[src/rtl/ram_init_pkg.sv]
// Shared types and the fill-pattern generator for the RAM init engine.
package ram_init_pkg;

    typedef enum logic [1:0] {
        MODE_IDENTITY = 2'b00,
        MODE_CONST    = 2'b01,
        MODE_DESCEND  = 2'b10,
        MODE_XOR      = 2'b11
    } mode_e;

    typedef enum logic [2:0] {
        S_IDLE   = 3'd0,
        S_FILL   = 3'd1,
        S_VERIFY = 3'd2,
        S_DRAIN  = 3'd3,
        S_DONE   = 3'd4
    } state_e;

    // Computed 32 bits wide; callers truncate to their data width.
    function automatic logic [31:0] pattern_f(input mode_e mode, input logic [31:0] addr,
                                              input logic [31:0] fill_value,
                                              input int unsigned depth);
        logic [31:0] res;
        case (mode)
            MODE_IDENTITY: res = addr;
            MODE_CONST:    res = fill_value;
            MODE_DESCEND:  res = depth - 32'd1 - addr;
            default:       res = addr ^ fill_value;
        endcase
        return res;
    endfunction

endpackage

[src/rtl/ram_init_delay_line.sv]
// LAT-stage register pipe with a valid bit; aligns readback address/expected data
// with the RAM read latency.
module ram_init_delay_line #(
    parameter int WIDTH = 16,
    parameter int LAT   = 1
) (
    input  logic             clk,
    input  logic             reset,
    input  logic             valid_i,
    input  logic [WIDTH-1:0] data_i,
    output logic             valid_o,
    output logic [WIDTH-1:0] data_o
);
    logic [LAT-1:0]   valid_q;
    logic [WIDTH-1:0] data_q [LAT];

    always_ff @(posedge clk or posedge reset) begin
        if (reset) begin
            valid_q <= '0;
            for (int i = 0; i < LAT; i++) data_q[i] <= '0;
        end else begin
            valid_q[0] <= valid_i;
            data_q[0]  <= data_i;
            for (int i = 1; i < LAT; i++) begin
                valid_q[i] <= valid_q[i-1];
                data_q[i]  <= data_q[i-1];
            end
        end
    end

    assign valid_o = valid_q[LAT-1];
    assign data_o  = data_q[LAT-1];

endmodule

[src/rtl/ram_init_engine.sv]
// Fills DEPTH RAM words with a selectable pattern, optionally reads them back and
// flags the first mismatch.
// state    | meaning
// S_IDLE   | waiting for start
// S_FILL   | one write per cycle, address 0..DEPTH-1
// S_VERIFY | one read per cycle, address 0..DEPTH-1
// S_DRAIN  | READ_LAT cycles to compare the last reads
// S_DONE   | finished high until start is seen low
module ram_init_engine
    import ram_init_pkg::*;
#(
    parameter int ADDR_W    = 8,
    parameter int DATA_W    = 8,
    parameter int DEPTH     = 256,
    parameter int READ_LAT  = 1,
    parameter int VERIFY_EN = 1
) (
    input  logic              clk,
    input  logic              reset,
    input  logic              start,
    input  logic [1:0]        mode,
    input  logic [DATA_W-1:0] fill_value,
    input  logic [DATA_W-1:0] ram_out,
    output logic              write_enable,
    output logic [ADDR_W-1:0] address,
    output logic [DATA_W-1:0] ram_in,
    output logic              busy,
    output logic              finished,
    output logic              error,
    output logic [ADDR_W-1:0] error_addr
);
    localparam int LAT_W = (READ_LAT > 1) ? $clog2(READ_LAT) : 1;

    state_e             state_q, state_d;
    logic [ADDR_W-1:0]  addr_q, addr_d;
    logic [DATA_W-1:0]  din_q, din_d;
    logic               we_q, we_d, busy_q, busy_d, fin_q, fin_d, err_q, err_d;
    logic [ADDR_W-1:0]  erra_q, erra_d;
    mode_e              mode_q, mode_d;
    logic [DATA_W-1:0]  fill_q, fill_d;
    logic [LAT_W-1:0]   drain_q, drain_d;

    logic               last_addr;
    logic [ADDR_W-1:0]  addr_nx;
    logic               pipe_valid;
    logic [ADDR_W-1:0]  pipe_addr;
    logic [DATA_W-1:0]  pipe_exp;

    function automatic logic [DATA_W-1:0] pat(input mode_e m, input logic [ADDR_W-1:0] a,
                                              input logic [DATA_W-1:0] f);
        logic [31:0] w;
        w = pattern_f(m, 32'(a), 32'(f), DEPTH);
        return w[DATA_W-1:0];
    endfunction

    assign last_addr = (addr_q == ADDR_W'(DEPTH - 1));
    assign addr_nx   = addr_q + ADDR_W'(1);

    ram_init_delay_line #(
        .WIDTH(ADDR_W + DATA_W),
        .LAT  (READ_LAT)
    ) u_delay (
        .clk    (clk),
        .reset  (reset),
        .valid_i(state_q == S_VERIFY),
        .data_i ({addr_q, pat(mode_q, addr_q, fill_q)}),
        .valid_o(pipe_valid),
        .data_o ({pipe_addr, pipe_exp})
    );

    always_comb begin
        state_d = state_q;
        addr_d  = addr_q;
        din_d   = din_q;
        we_d    = 1'b0;
        busy_d  = busy_q;
        fin_d   = 1'b0;
        err_d   = err_q;
        erra_d  = erra_q;
        mode_d  = mode_q;
        fill_d  = fill_q;
        drain_d = drain_q;
        case (state_q)
            S_IDLE: if (start) begin
                state_d = S_FILL;
                addr_d  = '0;
                we_d    = 1'b1;
                din_d   = pat(mode_e'(mode), '0, fill_value);
                busy_d  = 1'b1;
                err_d   = 1'b0;
                erra_d  = '0;
                mode_d  = mode_e'(mode);
                fill_d  = fill_value;
            end
            S_FILL: if (last_addr) begin
                if (VERIFY_EN != 0) begin
                    state_d = S_VERIFY;
                    addr_d  = '0;
                end else begin
                    state_d = S_DONE;
                    busy_d  = 1'b0;
                    fin_d   = 1'b1;
                end
            end else begin
                addr_d = addr_nx;
                we_d   = 1'b1;
                din_d  = pat(mode_q, addr_nx, fill_q);
            end
            S_VERIFY: if (last_addr) begin
                state_d = S_DRAIN;
                drain_d = LAT_W'(READ_LAT - 1);
            end else begin
                addr_d = addr_nx;
            end
            S_DRAIN: if (drain_q == '0) begin
                state_d = S_DONE;
                busy_d  = 1'b0;
                fin_d   = 1'b1;
            end else begin
                drain_d = drain_q - LAT_W'(1);
            end
            S_DONE: if (!start) state_d = S_IDLE;
                    else        fin_d   = 1'b1;
            default: state_d = S_IDLE;
        endcase
        // Only the first mismatch of a run is recorded.
        if (pipe_valid && (ram_out != pipe_exp) && !err_q) begin
            err_d  = 1'b1;
            erra_d = pipe_addr;
        end
    end

    always_ff @(posedge clk or posedge reset) begin
        if (reset) begin
            state_q <= S_IDLE;
            addr_q  <= '0;
            din_q   <= '0;
            we_q    <= 1'b0;
            busy_q  <= 1'b0;
            fin_q   <= 1'b0;
            err_q   <= 1'b0;
            erra_q  <= '0;
            mode_q  <= MODE_IDENTITY;
            fill_q  <= '0;
            drain_q <= '0;
        end else begin
            state_q <= state_d;
            addr_q  <= addr_d;
            din_q   <= din_d;
            we_q    <= we_d;
            busy_q  <= busy_d;
            fin_q   <= fin_d;
            err_q   <= err_d;
            erra_q  <= erra_d;
            mode_q  <= mode_d;
            fill_q  <= fill_d;
            drain_q <= drain_d;
        end
    end

    assign write_enable = we_q;
    assign address      = addr_q;
    assign ram_in       = din_q;
    assign busy         = busy_q;
    assign finished     = fin_q;
    assign error        = err_q;
    assign error_addr   = erra_q;

endmodule

[config.mk]
export PLATFORM = sky130hd
export DESIGN_NAME = ram_init_engine
export DESIGN_NICKNAME = d
export VERILOG_FILES = /design/src/rtl/ram_init_pkg.sv /design/src/rtl/ram_init_delay_line.sv /design/src/rtl/ram_init_engine.sv
export SDC_FILE = /design/constraint.sdc
export NUM_CORES = 1
export LEC_CHECK = 0
export ABC_AREA = 1
export BUFFER_PORTS_ARGS = -buffer_cell sky130_fd_sc_hd__buf_2
export CELL_PAD_IN_SITES_DETAIL_PLACEMENT = 0
export CELL_PAD_IN_SITES_GLOBAL_PLACEMENT = 2
export CORE_AREA = 2 2 94 96
export DETAILED_ROUTE_END_ITERATION = 10
export DIE_AREA = 0 0 96 98
export PLACE_DENSITY = 0.82
export RECOVER_POWER = 50
export SLEW_MARGIN = 20
export SYNTH_ARGS = -nofsm -noshare
export SYNTH_HDL_FRONTEND = slang
export SYNTH_HIERARCHICAL = 1
export SYNTH_SLANG_ARGS = --single-unit
[constraint.sdc]
create_clock -name clk -period 2.83 [get_ports clk]
set_input_delay 0.566 -clock clk [delete_from_list [all_inputs] [get_ports clk]]
set_output_delay 0.566 -clock clk [all_outputs]
set_load 0.05 [all_outputs]
==> summary.md <==
| Metric | Value |
|---|---|
| Status | `finished, final reports clean` |
| IO Count | `49` |
| Grt peak-use layer | `met2` |
| Worst setup SP type | `flop` |
| Routing usage on met1 | `22.7%` |
| Post-synth top area cell | `dfrtp_1` |
| Slew headroom | `27.4%` |
| Core outline area | `0.00847 mm²` |
| Worst R2R Path Depth | `8` |
| DRT antenna net count | `0` |
| PD cells | `1380 mW/mm²` |
| Final HPWL DP | `5.42 mm` |
| Worst R2R Setup Slack | `0.92 ns` |
| Final Max Slew Viols | `0` |
| # DRC | `0` |
| Hold crit path type | `in2async` |
| Worst endpoint data arrival time | `2.14 ns` |
| Placed Area | `0.00321 mm²` |
| Design area | `0.00343 mm²` |
| Initial core utilization | `33.8%` |
| DR iter-0 viols | `112` |
| Hold Violations, Final | `0` |
| Fin nets | `425` |
| Most common cell after layout, fill and taps aside | `nand2_1` |
| Die width | `96 µm` |
| Synth Register Bits | `58` |
| Leakage power | `1.75 nW` |
| CTS Hold Bufs | `0` |
| Clock Skew | `0.00663 ns` |
| Critical path class | `reg2reg` |
| Register area share after synthesis | `50.7%` |
| GRT Total Usage | `17.1%` |
| Maximum level of the CTS H-tree | `3` |
| GRT overflow | `0` |
| Via density | `4.76` |
| Period utilization | `67.7%` |
| CTS tree | `built` |
| Clock root buffer | `clkbuf_8` |
| Minimum clock period | `1.91 ns` |
| FF-to-FF Start | `state_q[2]` |
| Placer's final routability congestion estimate | `0.806` |
| DR WL/cell | `14.0 µm` |
| Number of gates resized after cts | `0` |
| Worst R2R End | `ram_in[3]` |
| Pre-antenna DRT Iters | `4` |
| Via count | `2457` |
| Antenna violations before repair | `0` |
| Most frequent cells in the layout | `nand2_1, dfrtp_1, buf_2` |
| Share of layout cells above drive strength 1 | `19.1%` |
| Max Root-Sink Buffers | `2` |
| Met3 usage | `4.78%` |
| Primary FF master, synth | `dfrtp_1` |
| Synthesized Nets | `373` |
| Final Core Density | `40.6%` |
| Cells after Synth | `351` |
| Yosys top cell area share | `50.7%` |
| Fin Setup TNS | `0 ns` |
| Largest net degree at the start of global routing | `42` |
| Critical Path End Type | `flop` |
| Worst Hold Slack | `0.304 ns` |
| Port bufs | `48` |
| Syn Area/Cell | `8.16 µm²` |
| First-pass GRT wire length | `12.1 mm` |
| Maximum VDD drop | `0.548 mV` |
| Unrepaired setup endpoints after global routing | `false` |
| Area Growth Syn to Fin | `19.9%` |
| Async S/R FF share, synth | `100%` |
| F_max | `522 MHz` |
| Ys Warns | `6` |
| Total CTS buffers | `9` |
| # Max-Cap Violations | `0` |
| Area of the mapped netlist | `0.00287 mm²` |
| Placement row count | `34` |
| Clk sinks | `58` |
| Post CTS Setup Buffer Count | `0` |
| Actual slew at the worst max-slew pin | `1.09 ns` |
| EDFF count, synth | `0` |
| GR Util met2 | `26.4%` |
| # setup viols final | `0` |
| ANT cells | `0` |
| Synth top area cells | `dfrtp_1, nand2_1, o21ai_0` |
| Die area | `0.00941 mm²` |
| DRT Wirelength | `7.22 mm` |
| CP max FO | `35` |
| Distinct cells, synth | `33` |
| Req. time, crit path | `3.06 ns` |
| Die span in y | `98 µm` |
| Vias in the first global route | `2418` |
| Clk slew on worst S/H paths | `0.07 ns` |
| Clk Latency, worst-skew pair | `0.34 ns` |
-- cell families (layout without fill, tap and decap cells) --
group / after synthesis / in the layout / share of synthesized area, %
xor gates and xnor gates: 10 / 10 / 3.06
DFF: 58 / 58 / 50.7
adders and majority gates: 1 / 1 / 0.437
AOI/OAI and AO/OA: 72 / 72 / 14.4
and+or+nand+nor: 163 / 163 / 24.9
buffers and inverters: 47 / 104 / 6.51
-- critical path: stages, from the launching register on --
cell	delay [ns]
dfrtp_1	0.41
nor2_1	0.14
inv_1	0.07
nor2_1	0.14
nand2_2	0.43
nand2_4	0.33
clkinv_4	0.09
a21oi_2	0.12
a21oi_2	0.06
-- per-layer routing --
metal	vias to the layer above	share of wire [%]
met2	45	46
met1	1150	49
li1	1254	-
met5	-	0
met3	8	3.7
met4	0	1.3
-- metrics by stage --
step	power, mW	setup WS [ns]	cells
after floorplan	3.31	0.971	351
after global placement	3.90	0.905	500
after detailed placement	3.92	0.910	500
after CTS	4.80	0.899	516
after global routing	5.15	0.718	516
final	4.73	0.915	516
-- area by class of cell --
| class | instances | area (µm²) |
|---|---|---|
| fillers | 879 | 5030 |
| flip-flops and latches | 58 | 1450 |
| multi-input cells | 246 | 1230 |
| repair buffers | 49 | 243 |
| inverters | 39 | 151 |
| well taps | 108 | 135 |
| clock buffers | 9 | 124 |
| clock inverters | 7 | 103 |
-- worst max-delay path by stage --
stage,startpoint,endpoint,slack [ns],depth (start not counted)
after floorplan,address[1],address[2],0.97,7
after global placement,state_q[2],ram_in[3],0.91,8
after detailed placement,state_q[2],ram_in[3],0.91,8
after CTS,state_q[2],ram_in[3],0.90,8
after global routing,state_q[2],ram_in[3],0.72,8
final,state_q[2],ram_in[3],0.92,8
-- cells in the mapped netlist (2+ instances only) --
master / n
a21oi_1: 12
a21oi_2: 2
a22oi_1: 4
buf_2: 4
clkbuf_1: 4
dfrtp_1: 58
inv_1: 37
nand2_1: 94
nand2_2: 4
nand2_4: 2
nand3_1: 28
nor2_1: 25
nor3_1: 2
o211ai_1: 5
o21ai_0: 42
o21ai_1: 3
xnor2_1: 5
xor2_1: 5
-- where the power goes --
group	internal [mW]	switching [mW]	total (mW)
registers	1.21	0.336	1.55
clock network	0.502	0.351	0.853
logic	0.645	1.68	2.33
total	2.36	2.37	4.73
-- state kept, by name, indices dropped and copies added, names as in the netlist --
register	count
error_addr	8
error	1
mode_q	2
finished	1
ram_in	8
write_enable	1
address	8
u_delay/data_o	16
busy	1
state_q	3
fill_q	8
u_delay/valid_o	1
Note: power is estimated with default switching activity, not from simulation.
